$ cat src/rtl/nibble_serial_addsub16.sv
// Nibble-serial signed add/subtract: one NIB-bit slice per clock, LSB first, registered carry between slices.
// Optional build macro SAT_EN: saturate the loaded result on signed overflow instead of wrapping.
module nibble_serial_addsub16 #(
    parameter int WIDTH = 16,
    parameter int NIB   = 4
) (
    input  logic             clk,
    input  logic             rst_n,
    input  logic             start,
    input  logic [WIDTH-1:0] a,
    input  logic [WIDTH-1:0] b,
    input  logic             sub,
    output logic             busy,
    output logic             done,
    output logic [WIDTH-1:0] sum,
    output logic             ovfl,
    output logic             neg,
    output logic             zero
);

    localparam int NUM  = WIDTH / NIB;
    localparam int IDXW = (NUM > 1) ? $clog2(NUM) : 1;
    localparam logic [IDXW-1:0] LAST_IDX = IDXW'(NUM - 1);

    typedef enum logic [1:0] {
        IDLE = 2'd0,
        RUN  = 2'd1,
        DONE = 2'd2
    } state_t;

    state_t            state_q;
    logic [WIDTH-1:0]  a_q;
    logic [WIDTH-1:0]  b_q;
    logic              sub_q;
    logic              carry_q;
    logic [IDXW-1:0]   idx_q;
    logic [WIDTH-1:0]  partial_q;
    logic [WIDTH-1:0]  sum_q;
    logic              busy_q;
    logic              done_q;
    logic              ovfl_q;
    logic              neg_q;
    logic              zero_q;

    logic [NIB-1:0]    a_nib_s;
    logic [NIB-1:0]    b_nib_s;
    logic [NIB-1:0]    lo_s;
    logic [1:0]        hi_s;
    logic [NIB-1:0]    nib_sum_s;
    logic              carry_d;
    logic              ovfl_d;
    logic [WIDTH-1:0]  partial_d;
    logic [WIDTH-1:0]  sum_d;
    logic              neg_d;
    logic              zero_d;

    // Slice adder split below the MSB so the carry into bit NIB-1 is visible for overflow detection.
    always_comb begin
        a_nib_s   = a_q[idx_q*NIB +: NIB];
        b_nib_s   = b_q[idx_q*NIB +: NIB] ^ {NIB{sub_q}};
        lo_s      = {1'b0, a_nib_s[NIB-2:0]} + {1'b0, b_nib_s[NIB-2:0]} + {{(NIB-1){1'b0}}, carry_q};
        hi_s      = {1'b0, a_nib_s[NIB-1]} + {1'b0, b_nib_s[NIB-1]} + {1'b0, lo_s[NIB-1]};
        nib_sum_s = {hi_s[0], lo_s[NIB-2:0]};
        carry_d   = hi_s[1];
        ovfl_d    = lo_s[NIB-1] ^ hi_s[1];
        partial_d = partial_q;
        partial_d[idx_q*NIB +: NIB] = nib_sum_s;
`ifdef SAT_EN
        if (ovfl_d) begin
            sum_d = a_q[WIDTH-1] ? {1'b1, {(WIDTH-1){1'b0}}} : {1'b0, {(WIDTH-1){1'b1}}};
        end else begin
            sum_d = partial_d;
        end
`else
        sum_d     = partial_d;
`endif
        neg_d     = sum_d[WIDTH-1];
        zero_d    = (sum_d == {WIDTH{1'b0}});
    end

    // Control FSM with operand capture, slice accumulation and result/flag registers.
    always_ff @(posedge clk or negedge rst_n) begin
        if (!rst_n) begin
            state_q   <= IDLE;
            a_q       <= {WIDTH{1'b0}};
            b_q       <= {WIDTH{1'b0}};
            sub_q     <= 1'b0;
            carry_q   <= 1'b0;
            idx_q     <= {IDXW{1'b0}};
            partial_q <= {WIDTH{1'b0}};
            sum_q     <= {WIDTH{1'b0}};
            busy_q    <= 1'b0;
            done_q    <= 1'b0;
            ovfl_q    <= 1'b0;
            neg_q     <= 1'b0;
            zero_q    <= 1'b0;
        end else begin
            case (state_q)
                IDLE: begin
                    done_q <= 1'b0;
                    if (start) begin
                        a_q       <= a;
                        b_q       <= b;
                        sub_q     <= sub;
                        carry_q   <= sub;
                        idx_q     <= {IDXW{1'b0}};
                        partial_q <= {WIDTH{1'b0}};
                        busy_q    <= 1'b1;
                        state_q   <= RUN;
                    end else begin
                        busy_q    <= 1'b0;
                    end
                end
                RUN: begin
                    partial_q <= partial_d;
                    carry_q   <= carry_d;
                    idx_q     <= idx_q + IDXW'(1);
                    if (idx_q == LAST_IDX) begin
                        sum_q   <= sum_d;
                        ovfl_q  <= ovfl_d;
                        neg_q   <= neg_d;
                        zero_q  <= zero_d;
                        busy_q  <= 1'b0;
                        done_q  <= 1'b1;
                        state_q <= DONE;
                    end else begin
                        busy_q  <= 1'b1;
                    end
                end
                DONE: begin
                    done_q  <= 1'b0;
                    busy_q  <= 1'b0;
                    state_q <= IDLE;
                end
                default: begin
                    done_q  <= 1'b0;
                    busy_q  <= 1'b0;
                    state_q <= IDLE;
                end
            endcase
        end
    end

    assign busy = busy_q;
    assign done = done_q;
    assign sum  = sum_q;
    assign ovfl = ovfl_q;
    assign neg  = neg_q;
    assign zero = zero_q;

endmodule

$ cat config.mk
export PLATFORM = sky130hd
export DESIGN_NAME = nibble_serial_addsub16
export DESIGN_NICKNAME = d
export VERILOG_FILES = /design/src/rtl/nibble_serial_addsub16.sv
export SDC_FILE = /design/constraint.sdc
export NUM_CORES = 1
export LEC_CHECK = 0
export ABC_AREA = 1
export BUFFER_PORTS_ARGS = -buffer_cell sky130_fd_sc_hd__buf_2
export CAP_MARGIN = 25
export CELL_PAD_IN_SITES_DETAIL_PLACEMENT = 1
export CELL_PAD_IN_SITES_GLOBAL_PLACEMENT = 2
export CORE_ASPECT_RATIO = 0.75
export CORE_MARGIN = 2
export CORE_UTILIZATION = 36
export CTS_BUF_LIST = sky130_fd_sc_hd__clkbuf_4 sky130_fd_sc_hd__clkbuf_8 sky130_fd_sc_hd__clkbuf_16
export DETAILED_ROUTE_END_ITERATION = 7
export HOLD_SLACK_MARGIN = 0.05
export PLACE_DENSITY_LB_ADDON = 0.1
export SLEW_MARGIN = 0
export SYNTH_ARGS = -nofsm -noshare
export SYNTH_HDL_FRONTEND = slang
export SYNTH_SLANG_ARGS = --single-unit
$ cat constraint.sdc
create_clock -name clk -period 5.9 [get_ports clk]
set_input_delay 0.295 -clock clk [delete_from_list [all_inputs] [get_ports clk]]
set_output_delay 0.295 -clock clk [all_outputs]
set_load 0.01 [all_outputs]
# Yosys cells after proc, flatten, opt, wreduce, memory -nomap -nowiden

Index checks and enable logic that the tools add are counted.

Register bits: 75
Output and inout bits: 21
Word-level logic and storage cells: 51

$add $sub $neg: 6
Equality and inequality tests: 4
Shift-type cells: 4
Muxes and demuxes: 15
Bitwise gates (word level): 2
Reductions and logical operators: 7

Operators with widths:

| cell                                                                    | number |
|---|---|
| 4-bit negation with 34-bit output                                       | 1 |
| 4-bit by 34-bit variable shift with 16-bit output, first input constant | 1 |
| 4-bit by 34-bit variable part select with 16-bit output                 | 1 |
| 16-bit one-hot mux with 2 select lines                                  | 1 |
| 16-bit by 5-bit variable part select with 4-bit output                  | 2 |
| 16-bit bitwise mux                                                      | 1 |
| 16-bit zero test                                                        | 1 |
| 16-bit two-way mux                                                      | 1 |
| 2-bit one-hot mux with 2 select lines                                   | 2 |
| 2-bit AND reduction                                                     | 4 |
| 2-bit two-way mux                                                       | 3 |
| 1-bit two-way mux                                                       | 5 |
| 3-bit by 3-bit adder with 4-bit output                                  | 1 |
| 4-bit by 1-bit adder with 4-bit output                                  | 1 |
| 2-bit != test, second input constant                                    | 2 |
| 1-bit one-hot mux with 2 select lines                                   | 2 |
| 4-bit bitwise XOR                                                       | 1 |
| 1-bit by 1-bit adder with 2-bit output                                  | 1 |
| 2-bit by 1-bit adder with 2-bit output                                  | 1 |
| 2-bit by 1-bit adder with 2-bit output, second input constant           | 1 |
| 2-bit by 1-bit equality test with 1-bit output, second input constant   | 1 |
| 2-bit equality test, second input constant                              | 1 |
| 2-bit zero test                                                         | 1 |
| 2-bit nonzero test                                                      | 1 |
| 1-bit bitwise XOR                                                       | 1 |

# Depth between registers and ports, before layout

Word-level depth: 8
Depth in mapped cells: 19

# Least setup slack after synthesis

OpenSTA, ideal clock, no wires.

Path type: reg-to-reg
From: register idx_q[0]
To: register zero_q, in the netlist zero
Arrival time: 2929 ps
Path slack: 2907 ps
Stages on the path, launching flop included: 20
Buffers on the path: 3
Cells stage by stage: dfrtp_1 buf_6 inv_6 buf_12 buf_8 nor2_2 o22ai_2 xor2_1 fa_1 o21ai_0 fa_1 inv_1 nor2_1 nand3_1 nand2_1 nor2_1 nand2_1 nor2_1 nand3_1 nand2_1

Longest elaborated chain between the ends: 8

RTL lines:

| what                                                    | line | text |
|---|---|---|
| from (decl)                                             | 36   | `logic [IDXW-1:0] idx_q;` |
| from (signal assigned)                                  | 89   | `idx_q <= {IDXW{1'b0}};` |
| from (signal assigned)                                  | 106  | `idx_q <= {IDXW{1'b0}};` |
| from (signal assigned)                                  | 117  | `idx_q <= idx_q + IDXW'(1);` |
| 16-bit by 5-bit variable part select with 4-bit output  | 60   | `b_nib_s = b_q[idx_q*NIB +: NIB] ^ {NIB{sub_q}};` |
| 4-bit bitwise XOR                                       | 60   |  |
| 3-bit by 3-bit adder with 4-bit output                  | 61   | `lo_s = {1'b0, a_nib_s[NIB-2:0]} + {1'b0, b_nib_s[NIB-2:0]} + {{(NIB-1){1'b0}}, carry_q};` |
| 4-bit by 1-bit adder with 4-bit output                  | 61   |  |
| 2-bit by 1-bit adder with 2-bit output                  | 62   | `hi_s = {1'b0, a_nib_s[NIB-1]} + {1'b0, b_nib_s[NIB-1]} + {1'b0, lo_s[NIB-1]};` |
| 4-bit by 34-bit variable part select with 16-bit output | 67   | `partial_d[idx_q*NIB +: NIB] = nib_sum_s;` |
| 16-bit bitwise mux                                      | 67   |  |
| 16-bit zero test                                        | 78   | `zero_d = (sum_d == {WIDTH{1'b0}});` |
| to (signal assigned)                                    | 122  | `zero_q <= zero_d;` |
| to (decl)                                               | 43   | `logic zero_q;` |

Several ways; a longest one is shown, not always the timed one.
A chain may end at the register's enable or synchronous reset.

# Final worst setup path

Same ends and word-level chain as after synthesis.

==> impl_metrics.ini <==
[floorplan]
die_h_um = 91.6
rows = 31
initial_core_util_pct = 37.5
dieWidth_um = 121
core-area_um2 = 9810
io_pins = 57
die_area_um2 = 11100

[cells_and_area]
num_antenna_cells = 0
layout_commonest_cell = nand2_1
nets = 542
instances_no_fill = 632
final_cell_mix = nand2_1 (185), dfrtp_1 (74), buf_2 (56), o21ai_0 (34), inv_1 (31)
syn_to_final_growth_pct = 17.3
finalInstanceArea_um2 = 4320
drive_gt1_share_pct = 20.0

[clocking]
hold_buffers = 0
cts.clk_slew.worst_paths_ns = 0.06
cts_buffers = 9
root_buffer = clkbuf_16
clkSinkCount = 74
cts_max_level = 3
cts.path.max_buffers = 2
cts_resized = 0
post-cts-setup-buffers = 0
tritoncts = built
clk_latency_ns = 0.34

[worst_setup_path]
max_stage_delay_ns = 0.99
worstPathCellList = inv_6 -> o21ai_0 -> o22ai_1 -> xor2_1 -> ha_1 -> a21oi_1 -> o21ai_0 -> fa_1 -> inv_1 -> nor2_1 -> nand3_1 -> nand2_1 -> nor2_1 -> nand2_1 -> nor2_1 -> nand3_1 -> nand2_1
crit_type = register to register
r2r-end = zero
reg2reg_slack_ns = 2.01
cp_num_cells = 17
cp_data_required_time_ns = 6.13
worstPathMaxFanout = 29
crit_start = idx_q[0]
crit_arrival_ns = 4.12
crit_buf_inv = 2
critPathSlowestCell = dfrtp_1
crit_path_end = zero
cp-end-kind = register
cp_top_family = flip-flops
start_kind = register
rr_startpoint = idx_q[0]
r2r_cells = 17

[power]
pwr-share-comb_pct = 49.9
seq_power_share_pct = 31.4
vdd.ir_drop.worst_mv = 0.266
powerDensity_nw_per_um2 = 650
p_sw_mw = 1.30
finalPower_mw = 2.81
power.share.clock_pct = 18.7
p_int_mw = 1.50
sw_frac_of_total_pct = 46.5
p_leak_nw = 2.27

[yosys]
yosysWarnings = 0
syn_area_um2 = 3680
synth-seq-cells = 74
synth_top_family_by_area = simple AND/OR/NAND/NOR gates
ys_seq_area_share_pct = 50.3
yosysUniqueCellTypes = 35
syn_nets = 489
synth-xor-area-share_pct = 1.39
avgSynthCellArea_um2 = 8.33
synthAdderAreaFrac_pct = 4.35
syn_inst = 442
synth_compound_area_share_pct = 10.2
yosys.area_share.simple_pct = 26.0
synthMuxAreaShare_pct = 0

[sta]
finClkSkew_ns = 0.00611
fin_crit_sh_pct = 66.0
setup_viol = 0
final-hold-violation-count = 0
setup-tns-final_ns = 0
drv_slew = 0
fmax_mhz = 257
worst_pin_slew_ns = 0.990
rsz0062_at_grt = false
slew_headroom_pct = 34.0
fin_crit_ns = 3.89
holdWs_ns = 0.153

[route]
viasPerCell = 4.69
highest_layer = met4
drc = 0
drt_iter0_drc = 111
detail_route.wl_per_cell_um = 15.0
drt-pass1-iter-count = 4
ant_nets = 0
num_vias = 2964
dr_wl_met3_um = 349
wl_met1_um = 4890
wl_met2_um = 4090
drt-total-wl_um = 9450

[place]
dp_hpwl_um = 6810
dp_cells = 614
routabilityCongestion = 0.774
portBuffers = 56
place_area_um2 = 4000

[min_path]
hold_path.class = input port to register

[grt]
grt_use_total_pct = 19.1
grt_pass1_wl_um = 16300
antenna_found_initial = 0
grt-ovfl-total = 0
grt_max_degree = 75
grt_pass1_vias = 3199

[job]
maxCapViolCount = 0

[outcome]
status = complete, no violations
-- worst min path at each step --
stage	to	from	cells after the start
floorplan	a_q[0]	rst_n	0
global placement	sum[2]	sum[2]	2
detailed placement	b_q[5]	b_q[5]	2
CTS	a_q[7]	a[7]	3
global route	a_q[7]	a[7]	3
finish	a_q[14]	a[14]	3
-- flip-flops by register name (all words and copies together), names as in the netlist --
| name | count |
|---|---|
| a_q | 16 |
| b_q | 16 |
| partial_q | 16 |
| sum | 16 |
| idx_q | 2 |
| state_q | 2 |
| busy | 1 |
| carry_q | 1 |
| done | 1 |
| ovfl | 1 |
| sub_q | 1 |
| zero | 1 |
-- through the flow --
| stage | utilization [%] | setup WS (ns) |
|---|---|---|
| floorplan | - | 2.91 |
| global placement | 40.8 | 2.22 |
| detailed placement | 40.8 | 1.98 |
| CTS | 43.7 | 1.92 |
| global route | 44.0 | 1.63 |
| finish | 44.0 | 2.01 |
-- power groups by stage --
stage	clock network [mW]	registers (mW)	logic [mW]
2_1_floorplan	0	0.843	1.08
3_3_place_gp	0	0.886	1.38
3_5_place_dp	0	0.890	1.42
4_1_cts	0.542	0.885	1.43
5_1_grt	0.562	0.910	1.63
6_report	0.526	0.881	1.40
-- routing by layer --
metal / vias to the layer above / GRT usage [%]
met3: 9 / 4.52
met4: 0 / 5.81
met5: - / 0
li1: 1485 / -
met2: 51 / 28.1
met1: 1419 / 27.9
-- tightest hold or removal path: stages --
cell,delay (ns)
buf_2,0.07
nand2_1,0.04
nand2_1,0.05
-- logic make-up after synthesis --
group / count (synthesis)
xor+xnor: 5
compound gates: 63
fa+ha+maj: 11
simple gates: 234
buf+inv: 55
flops: 74
-- final cells by class --
cell class / count / area [µm²]
fill: 1228 / 5490
sequential: 74 / 1850
multi-input combinational: 313 / 1540
timing repair buffer: 60 / 325
clock buffer: 10 / 239
tap: 132 / 165
inverter: 37 / 146
clock inverter: 6 / 50.0
-- cells in the mapped netlist (all sizes together) --
cell type  instances  share of area (%)
a32o               2               0.58
o21ai             42                5.7
a22o               3               0.71
inv               37                4.0
nand2            188                 19
nand3              8                1.4
nor2              36                4.8
a32oi              1               0.44
ha                 8                2.7
a21oi              5               0.78
nand3b             1               0.31
xor2               5                1.4
fa                 3                1.6
o22ai              9                1.7
o221ai             1               0.24
buf               18                3.9
dfrtp             74                 50
or2                1               0.17
Power figures use the tool's default switching activity.
